### src/rtl/sp_ram_param.sv
// sp_ram_param: parametrised single-port RAM with byte-enable writes,
// selectable read-during-write behaviour, out-of-range detection and an
// automatic zero-fill sweep after reset or on clr_i.
//
// Optional feature macro: SP_RAM_OUT_REG_EN
//   defined     -> extra output register stage (read latency 2)
//   not defined -> read latency 1
//
// Behaviour of an out-of-range write when READ_MODE is 1 or 2: the write is
// dropped and the readback treats the missing word as zero, so data_o gets 0
// with an rvalid_o pulse. This matches what an out-of-range read returns.

module sp_ram_param #(
  parameter int DATA_W    = 16,
  parameter int ADDR_W    = 3,
  parameter int DEPTH     = 8,
  parameter int READ_MODE = 0
) (
  input  logic                clk_pi,
  input  logic                rst_pi,
  input  logic                en_i,
  input  logic                we_pi,
  input  logic [ADDR_W-1:0]   addr_i,
  input  logic [DATA_W-1:0]   data_i,
  input  logic [DATA_W/8-1:0] be_i,
  input  logic                clr_i,
  output logic                ready_o,
  output logic [DATA_W-1:0]   data_o,
  output logic                rvalid_o,
  output logic                err_o
);

  localparam int NBYTES = DATA_W / 8;
  localparam int IDX_W  = (DEPTH > 1) ? $clog2(DEPTH) : 1;
  localparam logic [ADDR_W:0]  DEPTH_L = (ADDR_W + 1)'(DEPTH);
  localparam logic [IDX_W-1:0] LAST_L  = IDX_W'(DEPTH - 1);

  typedef enum logic {
    S_CLEAR = 1'b0,
    S_READY = 1'b1
  } state_t;

  state_t           r_state;
  state_t           w_nextState;
  logic [IDX_W-1:0] r_ptr;
  logic [IDX_W-1:0] w_nextPtr;

  logic [DATA_W-1:0] r_mem [DEPTH];

  logic              w_accept;
  logic              w_inRange;
  logic [IDX_W-1:0]  w_idx;
  logic [DATA_W-1:0] w_oldWord;
  logic [DATA_W-1:0] w_rdWord;
  logic [DATA_W-1:0] w_merged;

  logic [DATA_W-1:0] r_data;
  logic              r_rvalid;
  logic              r_err;

  // Requests are only taken while the sweep is not running.
  assign ready_o   = (r_state == S_READY);
  assign w_accept  = en_i & ready_o;
  assign w_inRange = ({1'b0, addr_i} < DEPTH_L);
  assign w_idx     = addr_i[IDX_W-1:0];
  assign w_oldWord = r_mem[w_idx];
  assign w_rdWord  = w_inRange ? w_oldWord : '0;

  // State register and sweep pointer; reset restarts the sweep from word 0.
  always_ff @(posedge clk_pi or posedge rst_pi) begin
    if (rst_pi) begin
      r_state <= S_CLEAR;
      r_ptr   <= '0;
    end else begin
      r_state <= w_nextState;
      r_ptr   <= w_nextPtr;
    end
  end

  // Next-state logic: sweep one word per cycle, leave after the last word,
  // and re-enter the sweep on clr_i only from READY.
  always_comb begin
    w_nextState = r_state;
    w_nextPtr   = r_ptr;
    case (r_state)
      S_CLEAR: begin
        if (r_ptr == LAST_L) begin
          w_nextState = S_READY;
          w_nextPtr   = '0;
        end else begin
          w_nextPtr = r_ptr + IDX_W'(1);
        end
      end
      S_READY: begin
        if (clr_i) begin
          w_nextState = S_CLEAR;
          w_nextPtr   = '0;
        end
      end
      default: begin
        w_nextState = S_CLEAR;
        w_nextPtr   = '0;
      end
    endcase
  end

  // Byte-enable merge of the incoming data over the currently stored word.
  always_comb begin
    w_merged = w_oldWord;
    for (int k = 0; k < NBYTES; k++) begin
      if (be_i[k]) begin
        w_merged[8*k +: 8] = data_i[8*k +: 8];
      end
    end
  end

  // Storage array: zero-fill during the sweep, byte-merged writes when ready.
  always_ff @(posedge clk_pi) begin
    if (r_state == S_CLEAR) begin
      r_mem[r_ptr] <= '0;
    end else if (w_accept && we_pi && w_inRange) begin
      r_mem[w_idx] <= w_merged;
    end
  end

  // First output stage: read data, readback according to READ_MODE, and the
  // one-cycle rvalid/err pulses. data holds whenever nothing is returned.
  always_ff @(posedge clk_pi or posedge rst_pi) begin
    if (rst_pi) begin
      r_data   <= '0;
      r_rvalid <= 1'b0;
      r_err    <= 1'b0;
    end else begin
      r_rvalid <= 1'b0;
      r_err    <= 1'b0;
      if (w_accept) begin
        r_err <= ~w_inRange;
        if (!we_pi) begin
          r_data   <= w_rdWord;
          r_rvalid <= 1'b1;
        end else if (READ_MODE == 1) begin
          r_data   <= w_rdWord;
          r_rvalid <= 1'b1;
        end else if (READ_MODE == 2) begin
          r_data   <= w_inRange ? w_merged : '0;
          r_rvalid <= 1'b1;
        end
      end
    end
  end

`ifdef SP_RAM_OUT_REG_EN
  logic [DATA_W-1:0] r_dataQ;
  logic              r_rvalidQ;
  logic              r_errQ;

  // Extra output register stage; reset discards anything still in flight.
  always_ff @(posedge clk_pi or posedge rst_pi) begin
    if (rst_pi) begin
      r_dataQ   <= '0;
      r_rvalidQ <= 1'b0;
      r_errQ    <= 1'b0;
    end else begin
      r_dataQ   <= r_data;
      r_rvalidQ <= r_rvalid;
      r_errQ    <= r_err;
    end
  end

  assign data_o   = r_dataQ;
  assign rvalid_o = r_rvalidQ;
  assign err_o    = r_errQ;
`else
  assign data_o   = r_data;
  assign rvalid_o = r_rvalid;
  assign err_o    = r_err;
`endif

endmodule

### config.mk
export PLATFORM = sky130hd
export DESIGN_NAME = sp_ram_param
export DESIGN_NICKNAME = d
export VERILOG_FILES = /design/src/rtl/sp_ram_param.sv
export SDC_FILE = /design/constraint.sdc
export NUM_CORES = 1
export LEC_CHECK = 0
export CAP_MARGIN = 10
export CELL_PAD_IN_SITES_DETAIL_PLACEMENT = 1
export CELL_PAD_IN_SITES_GLOBAL_PLACEMENT = 1
export CORE_MARGIN = 2
export CORE_UTILIZATION = 50
export DETAILED_ROUTE_END_ITERATION = 8
export GPL_TIMING_DRIVEN = 0
export PLACE_DENSITY_LB_ADDON = 0.12
export SYNTH_ARGS = -nofsm -noshare
export SYNTH_HDL_FRONTEND = slang
export SYNTH_SLANG_ARGS = --single-unit
### constraint.sdc
create_clock -name clk_pi -period 3.2 [get_ports clk_pi]
set_input_delay 0.32 -clock clk_pi [delete_from_list [all_inputs] [get_ports clk_pi]]
set_output_delay 0.32 -clock clk_pi [all_outputs]
set_load 0.03 [all_outputs]
==> impl_metrics.env, run 1 <==
export IMPL_grt_pass1_vias=3952
export IMPL_die_width_um=115
export IMPL_slew_viol_final=0
export IMPL_yosys_top_cells_area="edfxtp_1 (62%), dfrtp_1 (8.5%), mux2i_1 (6.1%), mux2_2 (4.5%), a211oi_2 (3.2%)"
export IMPL_coreArea_sq_um=12100
export IMPL_critical_path_class="register to register"
export IMPL_ant_nets=0
export IMPL_diodes=0
export IMPL_grt_pass1_wl_mm=24.0
export IMPL_grt_max_degree=22
export IMPL_overflow=0
export IMPL_seq_area_frac_synth_pct=70.4
export IMPL_cts_buffers=17
export IMPL_hp_class="input pin to async pin"
export IMPL_clockBufferDepth=2
export IMPL_drive_gt1_share_pct=24.6
export IMPL_fin_ws_ps=709
export IMPL_clk_latency_ps=420
export IMPL_syn_area_sq_um=6200
export IMPL_cts_resized_gates=0
export IMPL_powerDensity_nw_per_um2=836
export IMPL_final_nets=474
export IMPL_drt_iter0_markers=206
export IMPL_place_congestion=0.758
export IMPL_startpoint="ready_o$_DFF_PP0_"
export IMPL_areaGrowthSynthToFinish_pct=20.9
export IMPL_die_area_sq_um=13300
export IMPL_fillers=1083
export IMPL_hold_viol=0
export IMPL_fmax_ghz=0.401
export IMPL_die_y_um=115
export IMPL_final_common_cell="edfxtp_1"
export IMPL_vias_per_cell=5.74
export IMPL_vdd_ir_drop_max_mv=0.464
export IMPL_pre_cts_ws_ps=419
export IMPL_firstDrtPassIters=4
export IMPL_io_buffers=42
export IMPL_syn_instance_count=377
export IMPL_drc_errors=0
export IMPL_wl_mm=15.7
export IMPL_wl_per_cell_um=25.1
export IMPL_synth_cell_type_count=36
export IMPL_rsz0062_at_grt="false"
export IMPL_num_rows=40
export IMPL_final_cell_mix="edfxtp_1 (128), clkdlybuf4s50_1 (42), mux2i_1 (38), nand2_1 (26), mux2_2 (25)"
export IMPL_cts_sinks=149
export IMPL_p_leak_uw=0.00268
export IMPL_worst_setup_path_start_kind="register"
export IMPL_crit_slowest_cell="nor2_2"
export IMPL_critPathRequiredTime_ps=3320
export IMPL_tightest_slew_ps=1070
export IMPL_postCtsSetupBuffers=0
export IMPL_clk_pin_slew_ps=60
export IMPL_r2r_slack_ps=710
export IMPL_worst_setup_path_end_kind="register"
export IMPL_syn_num_nets=405
export IMPL_cp_data_arrival_time_ps=2610
export IMPL_ys_ff_latch=149
export IMPL_min_period_ps=2490
export IMPL_max_stage_delay_ps=500
export IMPL_r2r_start="ready_o$_DFF_PP0_"
export IMPL_clock_skew_ps=8.36
export IMPL_cts_tree="done"
export IMPL_vias=3602
export IMPL_htree_levels=4
export IMPL_avgSynthCellArea_sq_um=16.5
export IMPL_post_route_period_util_pct=77.8
export IMPL_ios=45
export IMPL_cts_hold_buffers=0
export IMPL_whs_ps=474
export IMPL_r2r_end="r_mem[7][14]$_DFFE_PP_"
export IMPL_antenna_found_initial=0
export IMPL_setup_viol_count_final=0
export IMPL_synth_top_area_share_pct=62.0
export IMPL_ys_warn_count=0
export IMPL_slew_headroom_pct=28.3
export IMPL_r2r_cells=5
export IMPL_status="completed"
export IMPL_max_cap_violations=0
export IMPL_synth_top_area_cell="edfxtp_1"
export IMPL_cp_max_fo=10
export IMPL_grt_usage_pct=25.9
export IMPL_hpwl_mm=10.3
export IMPL_crit_chain="clkbuf_1 > a41oi_1 > or2_1 > nor2_2 > buf_8"
export IMPL_root_buffer="clkbuf_16"
export IMPL_start_util_pct=51.4
==> where the power goes <==
group | switching (uW) | internal, uW
registers | 176 | 2720
logic | 1020 | 596
clock network | 721 | 1040
total | 1920 | 4350
==> state kept, by name, summed over array words and instances (netlist names) <==
signal / count
data_o: 16
ready_o: 1
rvalid_o: 1
r_mem: 128
r_ptr: 3
==> worst max-delay path: cells and delay by family (launching register included) <==
kind | cells | cell delay (ps)
simple gates | 2 | 870
buf+inv | 2 | 580
flops | 1 | 400
compound gates | 1 | 330
==> cell families (layout without fill, tap and decap cells) <==
family	count (synthesis)	after routing	synth area share (%)
adders and majority gates	2	2	0.403
and+or+nand+nor	61	61	4.10
buffers and inverters	27	109	2.66
DFF	149	149	70.4
AOI/OAI and AO/OA	70	70	10.9
other	1	1	0.0605
muxes	67	67	11.4
==> metrics by stage <==
step / utilization, % / TNS [ps] / power (uW) / cells / cell area, sq um
2_1_floorplan: - / 0 / 3790 / 377 / 6200
3_3_place_gp: 56.6 / -23260 / 4320 / 587 / 6830
3_5_place_dp: 57.9 / 0 / 4540 / 595 / 6990
4_1_cts: 62.2 / 0 / 6320 / 627 / 7500
5_1_grt: 62.2 / 0 / 6550 / 627 / 7500
6_report: 62.2 / 0 / 6270 / 627 / 7500
==> routing by layer <==
| metal | vias up | share of wire (%) | GRT usage [%] |
|---|---|---|---|
| met3 | 20 | 4.0 | 5.17 |
| met4 | 0 | 1.6 | 9.24 |
| met2 | 101 | 51 | 43.9 |
| met5 | - | 0 | 0 |
| met1 | 1871 | 43 | 33.4 |
| li1 | 1610 | - | - |
==> cell usage after synthesis, drive strengths merged <==
| library cell | instances |
|---|---|
| a211oi | 16 |
| a21oi | 1 |
| a22oi | 16 |
| a41oi | 1 |
| buf | 15 |
| clkbuf | 6 |
| conb | 1 |
| dfrtp | 21 |
| edfxtp | 128 |
| ha | 2 |
| inv | 6 |
| mux2 | 29 |
| mux2i | 38 |
| nand2 | 26 |
| nand2b | 1 |
| nand3 | 1 |
| nand3b | 1 |
| nor2 | 26 |
| nor2b | 3 |
| o211ai | 4 |
| o21ai | 17 |
| o221ai | 12 |
| o22a | 1 |
| o22ai | 2 |
| or2 | 2 |
| or3 | 1 |
==> worst max-delay path by stage <==
| stage | to | slack, ps |
|---|---|---|
| floorplan | r_mem[4][0]$_DFFE_PP_ | 780 |
| global placement | r_mem[4][10]$_DFFE_PP_ | -420 |
| detailed placement | r_mem[6][10]$_DFFE_PP_ | 420 |
| CTS | r_mem[7][10]$_DFFE_PP_ | 750 |
| global route | r_mem[7][10]$_DFFE_PP_ | 600 |
| finish | r_mem[7][14]$_DFFE_PP_ | 710 |
==> layout make-up <==
cell class              count  area, sq um  area share [%]
multi-input cells         201         1690            22.5
inverters                   6         22.5           0.300
plain buffers              21          143            1.90
repair buffers             50          553            7.37
clock inverters             7         30.0           0.400
clock buffers              25          485            6.47
flip-flops and latches    149         4370            58.2
well taps                 168          210            2.80
Power figures use the tool's default switching activity.
==> run 2: changes to the inputs <==
==> constraint.sdc (replaced) <==
create_clock -name clk_pi -period 2.4 [get_ports clk_pi]
set_input_delay 0.24 -clock clk_pi [delete_from_list [all_inputs] [get_ports clk_pi]]
set_output_delay 0.24 -clock clk_pi [all_outputs]
set_load 0.03 [all_outputs]
==> run 2 against run 1 <==
Hold slack worse by 99 ps. Setup slack worse by 690 ps. Sequential share of layout area is 0.20 points lower. Global-route usage hardly changed. Non-clock buffer count stayed put. Clock power is 34% higher. Fmax is 4.7% higher. Flip-flop and latch count stayed put. Combinational power is 36% higher. Final cell count stayed put. Critical endpoint is now r_mem[6][10]$_DFFE_PP_.
==> impl_metrics.env, run 2 (synthesis gave the netlist of run 1 again) <==
export IMPL_status="completed"
export IMPL_seq_area_sq_um=4370
export IMPL_max_cap_violations=0
export IMPL_cpLargestDelayFamily="simple AND/OR/NAND/NOR gates"
export IMPL_diodes=0
export IMPL_hpwl_mm=10.3
export IMPL_areaGrowthSynthToFinish_pct=21.4
export IMPL_p_sw_uw=2590
export IMPL_die_y_um=115
export IMPL_p_leak_uw=0.00268
export IMPL_hp_class="input pin to async pin"
export IMPL_crit_slowest_cell="nor2_2"
export IMPL_drc_errors=0
export IMPL_start_util_pct=51.4
export IMPL_top_register="r_mem"
export IMPL_rsz0062_at_grt="true"
export IMPL_wl_mm=15.8
export IMPL_grt_pass1_vias=3965
export IMPL_ant_nets=0
export IMPL_overflow=0
export IMPL_final_nets=474
export IMPL_vias=3623
export IMPL_place_congestion=0.758
export IMPL_seq_power_share_pct=45.9
export IMPL_place_area_sq_um=6990
export IMPL_pwr_share_comb_pct=26.1
export IMPL_clockBufferDepth=2
export IMPL_root_buffer="clkbuf_16"
export IMPL_cp_max_fo=10
export IMPL_slew_viol_final=0
export IMPL_antenna_found_initial=0
export IMPL_largest_reg_flops=128
export IMPL_critical_path_class="register to register"
export IMPL_critPathRequiredTime_ps=2530
export IMPL_fin_area_sq_um=7530
export IMPL_final_cell_mix="edfxtp_1 (128), clkdlybuf4s50_1 (42), mux2i_1 (37), nand2_1 (26), mux2_2 (25)"
export IMPL_cts_hold_buffers=0
export IMPL_clk_latency_ps=420
export IMPL_cp_data_arrival_time_ps=2510
export IMPL_powerDensity_nw_per_um2=1120
export IMPL_fmax_ghz=0.420
export IMPL_die_width_um=115
export IMPL_p_total_uw=8410
export IMPL_max_stage_delay_ps=490
export IMPL_clk_pin_slew_ps=60
export IMPL_io_buffers=42
export IMPL_grt_usage_pct=26.0
export IMPL_cts_sinks=149
export IMPL_vias_per_cell=5.78
export IMPL_htree_levels=4
export IMPL_clock_skew_ps=8.22
export IMPL_post_route_period_util_pct=99.1
export IMPL_firstDrtPassIters=4
export IMPL_fillers=1079
export IMPL_drt_iter0_markers=213
export IMPL_cts_buffers=17
export IMPL_power_frac_clock_pct=27.9
export IMPL_tightest_slew_ps=1040
export IMPL_ios=45
export IMPL_sw_frac_of_total_pct=30.8
export IMPL_min_period_ps=2380
export IMPL_wl_per_cell_um=25.3
export IMPL_final_common_cell="edfxtp_1"
export IMPL_worst_setup_path_start_kind="register"
export IMPL_crit_chain="nand3_1 > clkbuf_4 > o22a_1 > or2_1 > nor2_2 > buf_8"
export IMPL_multi_input_area_sq_um=1710
export IMPL_grt_pass1_wl_mm=24.0
export IMPL_die_area_sq_um=13300
export IMPL_worst_setup_path_end_kind="register"
export IMPL_p_int_uw=5820
export IMPL_drive_gt1_share_pct=24.8
export IMPL_coreArea_sq_um=12100
export IMPL_hold_viol=0
export IMPL_setup_viol_count_final=0
export IMPL_num_rows=40
export IMPL_vdd_ir_drop_max_mv=0.618
export IMPL_cts_tree="done"
export IMPL_worstPathBufferInverterCount=2
export IMPL_grt_max_degree=22
export IMPL_slew_headroom_pct=30.7
-- run 2: cell count changes in the layout (fill, tap and decap cells not counted) --
cell and delta:
nor2_2 -4, nor2_4 +4, clkbuf_4 +1, mux2i_2 +1, buf_2 -1, mux2i_1 -1
-- run 2: power by group through the flow --
stage	clock (uW)	combinational, uW	sequential, uW
after global placement	0	1880	3880
after floorplan	0	931	4120
after CTS	2380	2190	3870
final	2350	2200	3860
after global routing	2490	2360	3920
after detailed placement	0	2150	3910
-- run 2: timing repair --
item                       CTS  global route
gates resized for setup      1             5
setup buffers                0             0
setup endpoints to repair   39            61
-- run 2: final cells by class --
| class | count | area share (%) |
|---|---|---|
| Buffer | 21 | 1.93 |
| Clock buffer | 25 | 6.45 |
| Clock inverter | 7 | 0.399 |
| Inverter | 6 | 0.299 |
| Multi-Input combinational cell | 201 | 22.7 |
| Sequential cell | 149 | 58.0 |
| Tap cell | 168 | 2.79 |
| Timing Repair Buffer | 50 | 7.35 |
-- run 2: worst paths after layout --
kind,start,to,slack [ps],cells past startpoint
setup / recovery,ready_o$_DFF_PP0_,r_mem[6][10]$_DFFE_PP_,20,6
hold / removal,rst_pi,r_ptr[1]$_DFFE_PP0P_,370,2
setup reg to reg,ready_o$_DFF_PP0_,r_mem[6][10]$_DFFE_PP_,20,6
hold reg to reg,data_o[2]$_DFFE_PP0P_,data_o[2]$_DFFE_PP0P_,480,2
max in group asynchronous,rst_pi,data_o[5]$_DFFE_PP0P_,1390,2
min in group clk_pi,addr_i[0],data_o[12]$_DFFE_PP0P_,440,4
-- run 2: per-layer routing --
| layer | vias up | wire, um | track usage [%] |
|---|---|---|---|
| li1 | 1613 | - | - |
| met1 | 1874 | 6600 | 33.4 |
| met2 | 113 | 8090 | 43.8 |
| met3 | 23 | 862 | 5.22 |
| met4 | 0 | 284 | 9.56 |
| met5 | - | 0 | 0 |
-- run 2: per-stage QoR --
stage | hold slack, ps | setup WS [ps] | setup TNS [ps] | instances | utilization (%)
after global placement | 465 | -1140 | -127750 | 587 | 56.6
after detailed placement | 475 | -301 | -33770 | 595 | 57.9
after floorplan | 217 | -20.7 | -663 | 377 | -
after CTS | 411 | -51.4 | -1280 | 627 | 62.2
after global routing | 449 | -98.1 | -2970 | 627 | 62.4
final | 375 | 21.3 | 0 | 627 | 62.4
